<file path="src/rtl/sample_stream_player.sv">
`default_nettype none
// ============================================================================
//  Module      : sample_stream_player
//  Description : Plays samples out of a small internal memory over a
//                valid/ready stream. Supports one-shot, loop and ping-pong
//                playback over the region 0..end_addr. A programmable number
//                of idle cycles is inserted after every accepted sample.
//  Ports       : clk, reset (sync, active-low)
//                wr_en/wr_addr/wr_data - memory load port (IDLE only)
//                start/stop            - playback control
//                mode/end_addr/rate_div - playback setup, latched on start
//                out_valid/out_ready/out_data/out_last - sample stream
//                busy - in PLAY, done - one-cycle end-of-playback pulse
//  Revision    : 1.0 - initial release
// ============================================================================
module sample_stream_player #(
  parameter int DATA_W = 16,
  parameter int DEPTH  = 32,
  parameter int ADDR_W = $clog2(DEPTH)
) (
  input  logic              clk,
  input  logic              reset,
  input  logic              wr_en,
  input  logic [ADDR_W-1:0] wr_addr,
  input  logic [DATA_W-1:0] wr_data,
  input  logic              start,
  input  logic              stop,
  input  logic [1:0]        mode,
  input  logic [ADDR_W-1:0] end_addr,
  input  logic [7:0]        rate_div,
  output logic              out_valid,
  input  logic              out_ready,
  output logic [DATA_W-1:0] out_data,
  output logic              out_last,
  output logic              busy,
  output logic              done
);

  typedef enum logic [0:0] {
    S_IDLE = 1'b0,
    S_PLAY = 1'b1
  } state_t;

  localparam logic [1:0] c_MODE_LOOP = 2'b01;
  localparam logic [1:0] c_MODE_PP   = 2'b10;

  state_t             r_state;
  logic [DATA_W-1:0]  r_mem [DEPTH];
  logic [1:0]         r_mode;
  logic [ADDR_W-1:0]  r_end;
  logic [7:0]         r_rate;
  logic [ADDR_W-1:0]  r_addr;     // address of the presented (or pending) sample
  logic               r_dir;      // ping-pong direction, 1 = descending
  logic [7:0]         r_cnt;      // remaining idle cycles before next sample
  logic               r_out_valid;
  logic [DATA_W-1:0]  r_out_data;
  logic               r_out_last;
  logic               r_done;

  logic               w_pp;
  logic               w_oneshot;
  logic [ADDR_W-1:0]  w_next_addr;
  logic               w_next_dir;
  logic               w_next_last;
  logic               w_cur_last;

  // Next-address generation. In ping-pong the turning points are never
  // repeated: from E we go straight to E-1, from 0 straight to 1.
  always_comb begin
    w_pp        = (r_mode == c_MODE_PP);
    w_oneshot   = (r_mode != c_MODE_LOOP) && (r_mode != c_MODE_PP);
    w_next_addr = r_addr;
    w_next_dir  = r_dir;
    if (w_pp) begin
      if (!r_dir) begin
        if (r_addr == r_end) begin
          // end_addr == 0 degenerates to replaying address 0
          if (r_end != '0) begin
            w_next_addr = r_addr - 1'b1;
            w_next_dir  = 1'b1;
          end
        end else begin
          w_next_addr = r_addr + 1'b1;
        end
      end else begin
        if (r_addr == '0) begin
          w_next_addr = ADDR_W'(1);
          w_next_dir  = 1'b0;
        end else begin
          w_next_addr = r_addr - 1'b1;
        end
      end
    end else begin
      w_next_addr = (r_addr == r_end) ? '0 : r_addr + 1'b1;
    end
    // Address 0 only counts as a turning point after the first sample; the
    // first sample's flag is produced separately when playback starts.
    w_next_last = (w_next_addr == r_end) || (w_pp && (w_next_addr == '0));
    w_cur_last  = (r_addr == r_end) || (w_pp && (r_addr == '0));
  end

  // Sample memory: not reset, writable only while idle.
  always_ff @(posedge clk) begin
    if (wr_en && (r_state == S_IDLE)) begin
      r_mem[wr_addr] <= wr_data;
    end
  end

  always_ff @(posedge clk) begin
    if (!reset) begin
      r_state     <= S_IDLE;
      r_mode      <= 2'b00;
      r_end       <= '0;
      r_rate      <= 8'd0;
      r_addr      <= '0;
      r_dir       <= 1'b0;
      r_cnt       <= 8'd0;
      r_out_valid <= 1'b0;
      r_out_data  <= '0;
      r_out_last  <= 1'b0;
      r_done      <= 1'b0;
    end else begin
      r_done <= 1'b0;
      case (r_state)
        S_IDLE: begin
          r_out_valid <= 1'b0;
          r_out_last  <= 1'b0;
          if (start && !stop) begin
            r_mode      <= mode;
            r_end       <= end_addr;
            r_rate      <= rate_div;
            r_addr      <= '0;
            r_dir       <= 1'b0;
            r_cnt       <= 8'd0;
            r_out_valid <= 1'b1;
            r_out_data  <= r_mem[0];
            r_out_last  <= (end_addr == '0);
            r_state     <= S_PLAY;
          end
        end
        S_PLAY: begin
          if (stop) begin
            r_state     <= S_IDLE;
            r_out_valid <= 1'b0;
            r_out_last  <= 1'b0;
            r_done      <= 1'b1;
          end else if (r_out_valid && out_ready) begin
            if (w_oneshot && (r_addr == r_end)) begin
              r_state     <= S_IDLE;
              r_out_valid <= 1'b0;
              r_out_last  <= 1'b0;
              r_done      <= 1'b1;
            end else begin
              r_addr <= w_next_addr;
              r_dir  <= w_next_dir;
              if (r_rate == 8'd0) begin
                r_out_valid <= 1'b1;
                r_out_data  <= r_mem[w_next_addr];
                r_out_last  <= w_next_last;
              end else begin
                r_out_valid <= 1'b0;
                r_out_last  <= 1'b0;
                r_cnt       <= r_rate;
              end
            end
          end else if (!r_out_valid) begin
            // Idle gap: the sample appears on the edge that ends the last
            // idle cycle, giving exactly r_rate low cycles.
            if (r_cnt <= 8'd1) begin
              r_cnt       <= 8'd0;
              r_out_valid <= 1'b1;
              r_out_data  <= r_mem[r_addr];
              r_out_last  <= w_cur_last;
            end else begin
              r_cnt <= r_cnt - 8'd1;
            end
          end
        end
        default: r_state <= S_IDLE;
      endcase
    end
  end

  assign out_valid = r_out_valid;
  assign out_data  = r_out_data;
  assign out_last  = r_out_last;
  assign busy      = (r_state == S_PLAY);
  assign done      = r_done;

endmodule
`default_nettype wire

</file>
<file path="config.mk">
export PLATFORM = sky130hd
export DESIGN_NAME = sample_stream_player
export DESIGN_NICKNAME = d
export VERILOG_FILES = /design/src/rtl/sample_stream_player.sv
export SDC_FILE = /design/constraint.sdc
export NUM_CORES = 1
export LEC_CHECK = 0
export BUFFER_PORTS_ARGS = -buffer_cell sky130_fd_sc_hd__buf_2
export CELL_PAD_IN_SITES_DETAIL_PLACEMENT = 0
export CELL_PAD_IN_SITES_GLOBAL_PLACEMENT = 1
export CORE_MARGIN = 3
export CORE_UTILIZATION = 57
export DETAILED_ROUTE_END_ITERATION = 10
export PLACE_DENSITY = 0.89
export SLEW_MARGIN = 20
export SYNTH_ARGS = -nofsm -noshare
export SYNTH_HDL_FRONTEND = slang
export SYNTH_SLANG_ARGS = --single-unit
export TNS_END_PERCENT = 30
</file>
<file path="constraint.sdc">
create_clock -name clk -period 9.6 [get_ports clk]
set_input_delay 0.48 -clock clk [delete_from_list [all_inputs] [get_ports clk]]
set_output_delay 0.48 -clock clk [all_outputs]
set_load 0.005 [all_outputs]
</file>
# Word level (Yosys, flattened, before mapping)
# Memory sizes are Yosys's and may differ from the RTL's. A register that Yosys moved wholly into a read port is not among the register bits.
# Cells that the tools add are included.
# W data, S select, Z words.
# word_totals
memories,1
inputBits,42
ff_bits,49
output_inout_bits,20
mem_bits_rw,512
wordCells,120
# mem_list
name,depth,word_bits,rd,rd_ports_with_merged_regs,wr,line,rtl
r_mem,32,16,3,1,1,48,logic [DATA_W-1:0] r_mem [DEPTH];
# op_classes
muxes,64
n_reduce_logical,22
addsub,3
magnitude_cmp,1
eq_ne,17
bitwise,1
# ops
op,count
$mux W16,7
$mux W5,12
$mux W8,7
$pmux W16 S2,1
$mux W1,31
$pmux W8 S2,1
$logic_not A5 Y1,3
$eq A5 B5 Y1,2
$pmux W5 S2,1
$reduce_and A5 Y1,2
$le A8 B1 Y1 const B,1
$logic_not A8 Y1,1
$ne A2 B1 Y1 const B,4
$pmux W1 S2,4
$sub A8 B1 Y8 const B,1
$logic_and A1 B1 Y1,7
$ne A2 B2 Y1 const B,3
$ne A3 B2 Y1 const B,2
$ne A3 B3 Y1 const B,2
$reduce_and A2 Y1,3
$reduce_and A6 Y1,1
$add A5 B1 Y5 const B,1
$reduce_bool A5 Y1,1
$sub A5 B1 Y5 const B,1
other kinds (8),9

# Depth between registers and ports, before layout
# logic_depth
word_depth,13
mapped_depth,15
ltp_nobuf,11

# Least setup slack after synthesis
# Ideal clock, no wire load.
# synth_path
path_kind,reg2reg
startpoint,register r_addr[0]
endpoint,"register r_out_data[14], in the netlist out_data[14]"
setup_slack_ns,6.396
setup_ns,0.120
arrival_time_ns,3.084
period_less_slack_ns,3.204
required_ns,9.480
path_buffers,2
stages_incl_launch_ff,12
cell_sequence,dfxtp_1 -> clkbuf_8 -> inv_1 -> ha_1 -> or4b_2 -> a21boi_0 -> o21ai_0 -> o21ai_2 -> buf_4 -> mux4_2 -> a31o_2 -> o31a_1
# synth_between
elab_chain_len,11
elab_cells_between_ends,19
cone_classes,add/sub: 2; eq/ne: 2; mux: 11; reduce/logical: 3; memory: 1
# synth_rtl
item,line,rtl
start: declaration,52,logic [ADDR_W-1:0] r_addr;
start signal: assignment,154,r_addr <= w_next_addr;
$sub A5 B1 Y5,"79, 90",
$mux W5,78,if (r_end != '0) begin
$mux W5,76,if (r_addr == r_end) begin
$mux W5,75,if (!r_dir) begin
$mux W5,74,if (w_pp) begin
$mem_v2 Z32 W16,n/a,
$mux W16,156,if (r_rate == 8'd0) begin
$mux W16,148,if (w_oneshot && (r_addr == r_end)) begin
$mux W16,147,end else if (r_out_valid && out_ready) begin
$mux W16,142,if (stop) begin
$pmux W16 S2,124,case (r_state)
end signal: assignment,136,r_out_data <= r_mem[0];
end signal: assignment,158,r_out_data <= r_mem[w_next_addr];
end signal: assignment,172,r_out_data <= r_mem[r_addr];
end: declaration,56,logic [DATA_W-1:0] r_out_data;
# Parallel ways exist; a longest one is shown, timed or not. The select of a mux whose other input is x is not followed.
# A chain may end at the register's enable or synchronous reset.

# Final worst setup path
# layout_path
startpoint,register r_addr[0]
endpoint,"register r_out_data[13], in the netlist out_data[13]"
# Same word-level chain as after synthesis.

==> flow_summary.html <==
<table>
<tr><th>Metric</th><th>Value</th></tr>
<tr><th colspan="2">Outcome</th></tr>
<tr><td>Outcome</td><td>complete, no violations</td></tr>
<tr><th colspan="2">Yosys</th></tr>
<tr><td>#FFs+latches synth</td><td>between 500 and 600</td></tr>
<tr><td>Mapped cell area</td><td>about 28000 um^2</td></tr>
<tr><td>Number of unique standard cell types used by synthesis</td><td>between 70 and 80</td></tr>
<tr><td>Top flip-flop cell by instance count after synthesis</td><td>sky130_fd_sc_hd__edfxtp_1</td></tr>
<tr><td>Sequential element share of the synthesized area</td><td>between 50% and 60%</td></tr>
<tr><td>Average instance area after synthesis</td><td>approximately 14 um^2</td></tr>
<tr><td>Share of the synthesized area in the top cell type</td><td>55.8%</td></tr>
<tr><td>Number of flops mapped to enable cells by yosys</td><td>512</td></tr>
<tr><td>Cell count after synthesis</td><td>1970</td></tr>
<tr><td>Post-synthesis cell type with the largest combined area</td><td>sky130_fd_sc_hd__edfxtp_1</td></tr>
<tr><td>Leading cell types by count after synthesis</td><td>sky130_fd_sc_hd__edfxtp_1 (512), sky130_fd_sc_hd__nand2_1 (365), sky130_fd_sc_hd__mux4_2 (177), sky130_fd_sc_hd__nand3_1 (104), sky130_fd_sc_hd__a21oi_1 (90)</td></tr>
<tr><td>Synthesized netlist net count</td><td>2017</td></tr>
<tr><td>Synth warn</td><td>0</td></tr>
<tr><td>Dominant cells by area after synthesis</td><td>sky130_fd_sc_hd__edfxtp_1 (56%), sky130_fd_sc_hd__mux4_2 (14%), sky130_fd_sc_hd__nand2_1 (5.0%)</td></tr>
<tr><td>Most frequent cell after synthesis</td><td>sky130_fd_sc_hd__edfxtp_1</td></tr>
<tr><td>Fraction of synthesis flops using an asynchronous set or reset pin</td><td>0%</td></tr>
<tr><th colspan="2">Die</th></tr>
<tr><td>Die Height</td><td>226 um</td></tr>
<tr><td>Area of the core</td><td>around 47000 um^2</td></tr>
<tr><td>Die Width</td><td>between 200 and 250 um</td></tr>
<tr><td>Die Area</td><td>~50000 um^2</td></tr>
<tr><td>Number of top-level pins</td><td>62</td></tr>
<tr><td>Starting utilization of the core area</td><td>about three fifths</td></tr>
<tr><td>Site Rows</td><td>between 70 and 80</td></tr>
<tr><th colspan="2">Clock network</th></tr>
<tr><td>Number of buffers created by CTS</td><td>57</td></tr>
<tr><td>CTS H-tree depth</td><td>2</td></tr>
<tr><td>Clock tree from TritonCTS</td><td>built</td></tr>
<tr><td>Buffers inserted by post-CTS timing repair</td><td>0</td></tr>
<tr><td>Worst skew pair latency</td><td>0.63 ns</td></tr>
<tr><td>Clock Sink Count</td><td>around 570</td></tr>
<tr><td>Reg clk slew, reported paths</td><td>roughly 0.060 ns</td></tr>
<tr><td>Post_cts resized</td><td>0</td></tr>
<tr><td># hold bufs at CTS</td><td>0</td></tr>
<tr><td>Number of buffers on the longest clock path</td><td>3</td></tr>
<tr><td>Cell chosen for the clock root</td><td>sky130_fd_sc_hd__clkbuf_16</td></tr>
<tr><th colspan="2">Power</th></tr>
<tr><td>Sw Ratio</td><td>a little under a quarter</td></tr>
<tr><td>Sequential cell fraction of total power</td><td>50.6%</td></tr>
<tr><td>Share of total power in combinational logic</td><td>under 10%</td></tr>
<tr><td>Power per standard cell area</td><td>approximately 180 nW/um^2</td></tr>
<tr><td>Internal power of the cells</td><td>around 0.0042 W</td></tr>
<tr><td>Net load switching power</td><td>roughly 0.0012 W</td></tr>
<tr><td>Static power due to leakage</td><td>9.62 nW</td></tr>
<tr><td>Clock Power Share</td><td>42.7%</td></tr>
<tr><td>Power, Total</td><td>between 0.005 and 0.006 W</td></tr>
<tr><td>Worst VDD drop</td><td>~0.00014 V</td></tr>
<tr><th colspan="2">Timing</th></tr>
<tr><td>Final Max Slew Viols</td><td>0</td></tr>
<tr><td>Period minus WS final</td><td>4.94 ns</td></tr>
<tr><td>Total Neg Setup Slack</td><td>0 ns</td></tr>
<tr><td>Max Clock Skew</td><td>around 0.026 ns</td></tr>
<tr><td>Count of final hold-check violations</td><td>0</td></tr>
<tr><td>Measured slew at the worst slew-check pin</td><td>approximately 1.1 ns</td></tr>
<tr><td>Worst slack on hold paths</td><td>approximately 0.11 ns</td></tr>
<tr><td>Fmax achieved</td><td>around 200 MHz</td></tr>
<tr><td>Max-slew headroom</td><td>24.6%</td></tr>
<tr><td>Setup Viol. Count Final</td><td>0</td></tr>
<tr><td>Share of the cycle needed by the critical path after routing</td><td>51.5%</td></tr>
<tr><td>RSZ-0062 raised after global routing</td><td>false</td></tr>
<tr><th colspan="2">Global routing</th></tr>
<tr><td>Initial antenna violation count</td><td>9</td></tr>
<tr><td>Overall routing resource usage</td><td>32.1%</td></tr>
<tr><td>Global route total overflow</td><td>0</td></tr>
<tr><td>Via count of the first global-routing pass</td><td>roughly 19000</td></tr>
<tr><td>Maximum number of pins on one net before global-route repair</td><td>about 170</td></tr>
<tr><td>First-pass GRT wire length</td><td>between 100000 and 150000 um</td></tr>
<tr><th colspan="2">Drt</th></tr>
<tr><td>Number of design rule violations left after detail routing</td><td>0</td></tr>
<tr><td>Antenna Nets Post-Route</td><td>0</td></tr>
<tr><td>Number of iterations in the first detailed-routing pass</td><td>6</td></tr>
<tr><td>First DRT Iteration DRCs</td><td>3024</td></tr>
<tr><td>Via count normalized by instance count</td><td>a little over 7</td></tr>
<tr><td>Sum of routed wire length over all layers</td><td>81000 um</td></tr>
<tr><td>Average wire per cell in the routed design</td><td>a little over 30 um</td></tr>
<tr><td>Vias after detailed routing</td><td>18900</td></tr>
<tr><th colspan="2">Worst setup path</th></tr>
<tr><td>Library cell contributing the largest single delay on the critical path</td><td>sky130_fd_sc_hd__a21boi_4</td></tr>
<tr><td>Register-to-register path setup slack</td><td>about 4.7 ns</td></tr>
<tr><td>Number of buffer and inverter instances along the worst setup path</td><td>3</td></tr>
<tr><td>R2r worst-path depth</td><td>12</td></tr>
<tr><td>Capture instance of the worst register-to-register path</td><td>out_data[13]$_SDFFE_PN0P_</td></tr>
<tr><td>Top cell by count, worst path</td><td>sky130_fd_sc_hd__buf_4</td></tr>
<tr><td>Crit-path max cell delay</td><td>between 0.9 and 1 ns</td></tr>
<tr><td>Data arrival time at the worst-slack endpoint</td><td>5.45 ns</td></tr>
<tr><td>Cell-by-cell listing of the critical path</td><td>inv_1 -&gt; ha_1 -&gt; or4b_2 -&gt; a21boi_0 -&gt; o21ai_0 -&gt; a21boi_4 -&gt; buf_4 -&gt; buf_4 -&gt; nand3_1 -&gt; and3_2 -&gt; a2111oi_2 -&gt; a211oi_2</td></tr>
<tr><td>Top Family by Delay on Critical Path</td><td>compound AO/OA/AOI/OAI gates</td></tr>
<tr><td>Worst Path Class, Setup</td><td>register to register</td></tr>
<tr><td>WP data required</td><td>10.11 ns</td></tr>
<tr><td>Crit path capture type</td><td>register</td></tr>
<tr><td>Crit start category</td><td>register</td></tr>
<tr><td>Crit-path max FO</td><td>45</td></tr>
<tr><td>Reg2Reg Launch Point</td><td>r_addr[0]$_SDFFE_PN0P_</td></tr>
<tr><th colspan="2">Cells and area</th></tr>
<tr><td>Fraction of the core area covered by cells at the end of the flow</td><td>64.3%</td></tr>
<tr><td>Layout cell share with drive strength beyond 1</td><td>between 20% and 30%</td></tr>
<tr><td>Fill cell total of the finished layout</td><td>3310</td></tr>
<tr><td>Area Growth Syn to Fin</td><td>10.0%</td></tr>
<tr><td>Final-stage net count</td><td>about 2000</td></tr>
<tr><th colspan="2">Placed design</th></tr>
<tr><td>RD Place Congestion</td><td>between 0.8 and 0.9</td></tr>
<tr><td>Port bufs</td><td>61</td></tr>
<tr><td>Placed wire-length estimate after detailed placement</td><td>approximately 47000 um</td></tr>
<tr><th colspan="2">Min path</th></tr>
<tr><td>Worst Hold Path EP</td><td>r_rate[2]$_SDFFE_PN0P_</td></tr>
<tr><td>Path type of the worst min-delay path</td><td>input port to register</td></tr>
<tr><td>Cell depth of the worst min-delay path</td><td>3</td></tr>
<tr><td>Startpoint of the most critical hold path</td><td>rate_div[2]</td></tr>
<tr><th colspan="2">Job</th></tr>
<tr><td>Max-capacitance violation count</td><td>0</td></tr>
</table>
-- placed cells by master, fill, tap and decap left out, drive strengths merged, types with 10 or more instances in the layout --
| cell | synthesis | routed |
|---|---|---|
| mux2i | 76 | 76 |
| inv | 11 | 14 |
| xnor2 | 14 | 14 |
| a21boi | 13 | 13 |
| nand3 | 104 | 104 |
| clkbuf | 77 | 66 |
| buf | 68 | 109 |
| nor2b | 35 | 35 |
| nor2 | 64 | 64 |
| a221oi | 17 | 17 |
| o21ai | 31 | 31 |
| dfxtp | 54 | 54 |
| a211oi | 50 | 50 |
| nand2 | 365 | 365 |
| edfxtp | 512 | 512 |
| a2111oi | 16 | 16 |
| a32oi | 16 | 16 |
| a31oi | 36 | 36 |
| nor3 | 10 | 10 |
| and3 | 48 | 48 |
| a21oi | 90 | 90 |
| clkinv | 1 | 25 |
| mux4 | 177 | 177 |
-- worst min-delay path: stages --
cell                      delay [ns]
sky130_fd_sc_hd__buf_2          0.09
sky130_fd_sc_hd__nand2_1        0.04
sky130_fd_sc_hd__a21oi_1        0.05
-- state kept, by name, summed over array words and instances (netlist names), named ones only --
register	flops
r_mem	512
out_data	16
r_cnt	8
r_rate	8
r_addr	5
r_end	5
r_mode	2
busy	1
done	1
out_last	1
out_valid	1
r_dir	1
-- per-stage QoR --
stage                     instance area [um^2]  setup slack (ns)  std cells
after global placement                   28400              4.87       2541
after global routing                     30300              4.45       2648
final                                    30300              4.66       2651
after floorplan                          27500              6.40       1970
after CTS                                30300              4.76       2648
after detailed placement                 28400              4.77       2541
-- layer usage --
metal  share of wire [%]  GRT usage (%)
met4                 5.1           15.2
met2                  46           49.1
met5               0.057              0
met3                  14           8.61
met1                  35           43.6
-- how the worst max path moves through the flow --
stage                                 startpoint                   endpoint  depth (start not counted)
after floorplan           r_addr[0]$_SDFFE_PN0P_  out_data[14]$_SDFFE_PN0P_                         11
after global placement    r_addr[0]$_SDFFE_PN0P_  out_data[13]$_SDFFE_PN0P_                         12
after detailed placement  r_addr[0]$_SDFFE_PN0P_  out_data[13]$_SDFFE_PN0P_                         12
after CTS                 r_addr[0]$_SDFFE_PN0P_  out_data[13]$_SDFFE_PN0P_                         12
after global routing      r_addr[0]$_SDFFE_PN0P_  out_data[13]$_SDFFE_PN0P_                         12
final                     r_addr[0]$_SDFFE_PN0P_  out_data[13]$_SDFFE_PN0P_                         12
-- kinds of logic after synthesis --
family          after synthesis  share of synthesized area [%]
buf+inv                     157                           3.05
fa+ha+maj                     5                          0.227
mux                         254                           17.3
xor+xnor                     16                          0.509
simple gates                667                           11.1
compound gates              305                           8.11
flops                       566                           59.8
-- cell type report --
class | instances | area, um^2 | share of cell area [%]
diodes | 3 | 7.51 | 0.0248
clock buffers | 66 | 1500 | 4.95
clock inverters | 41 | 427 | 1.41
inverters | 12 | 45.0 | 0.149
multi-input cells | 1247 | 10400 | 34.3
flip-flops and latches | 566 | 16500 | 54.4
well taps | 607 | 759 | 2.51
repair buffers | 109 | 691 | 2.28
-- power by group through the flow --
stage / combinational, W / clock [W] / sequential, W
after floorplan: 0.000228 / 0 / 0.00277
after global placement: 0.000344 / 0 / 0.00278
after detailed placement: 0.000352 / 0 / 0.00278
after CTS: 0.000354 / 0.00232 / 0.00273
after global routing: 0.000386 / 0.00242 / 0.00273
final: 0.000361 / 0.00231 / 0.00273
Power figures use the tool's default switching activity.
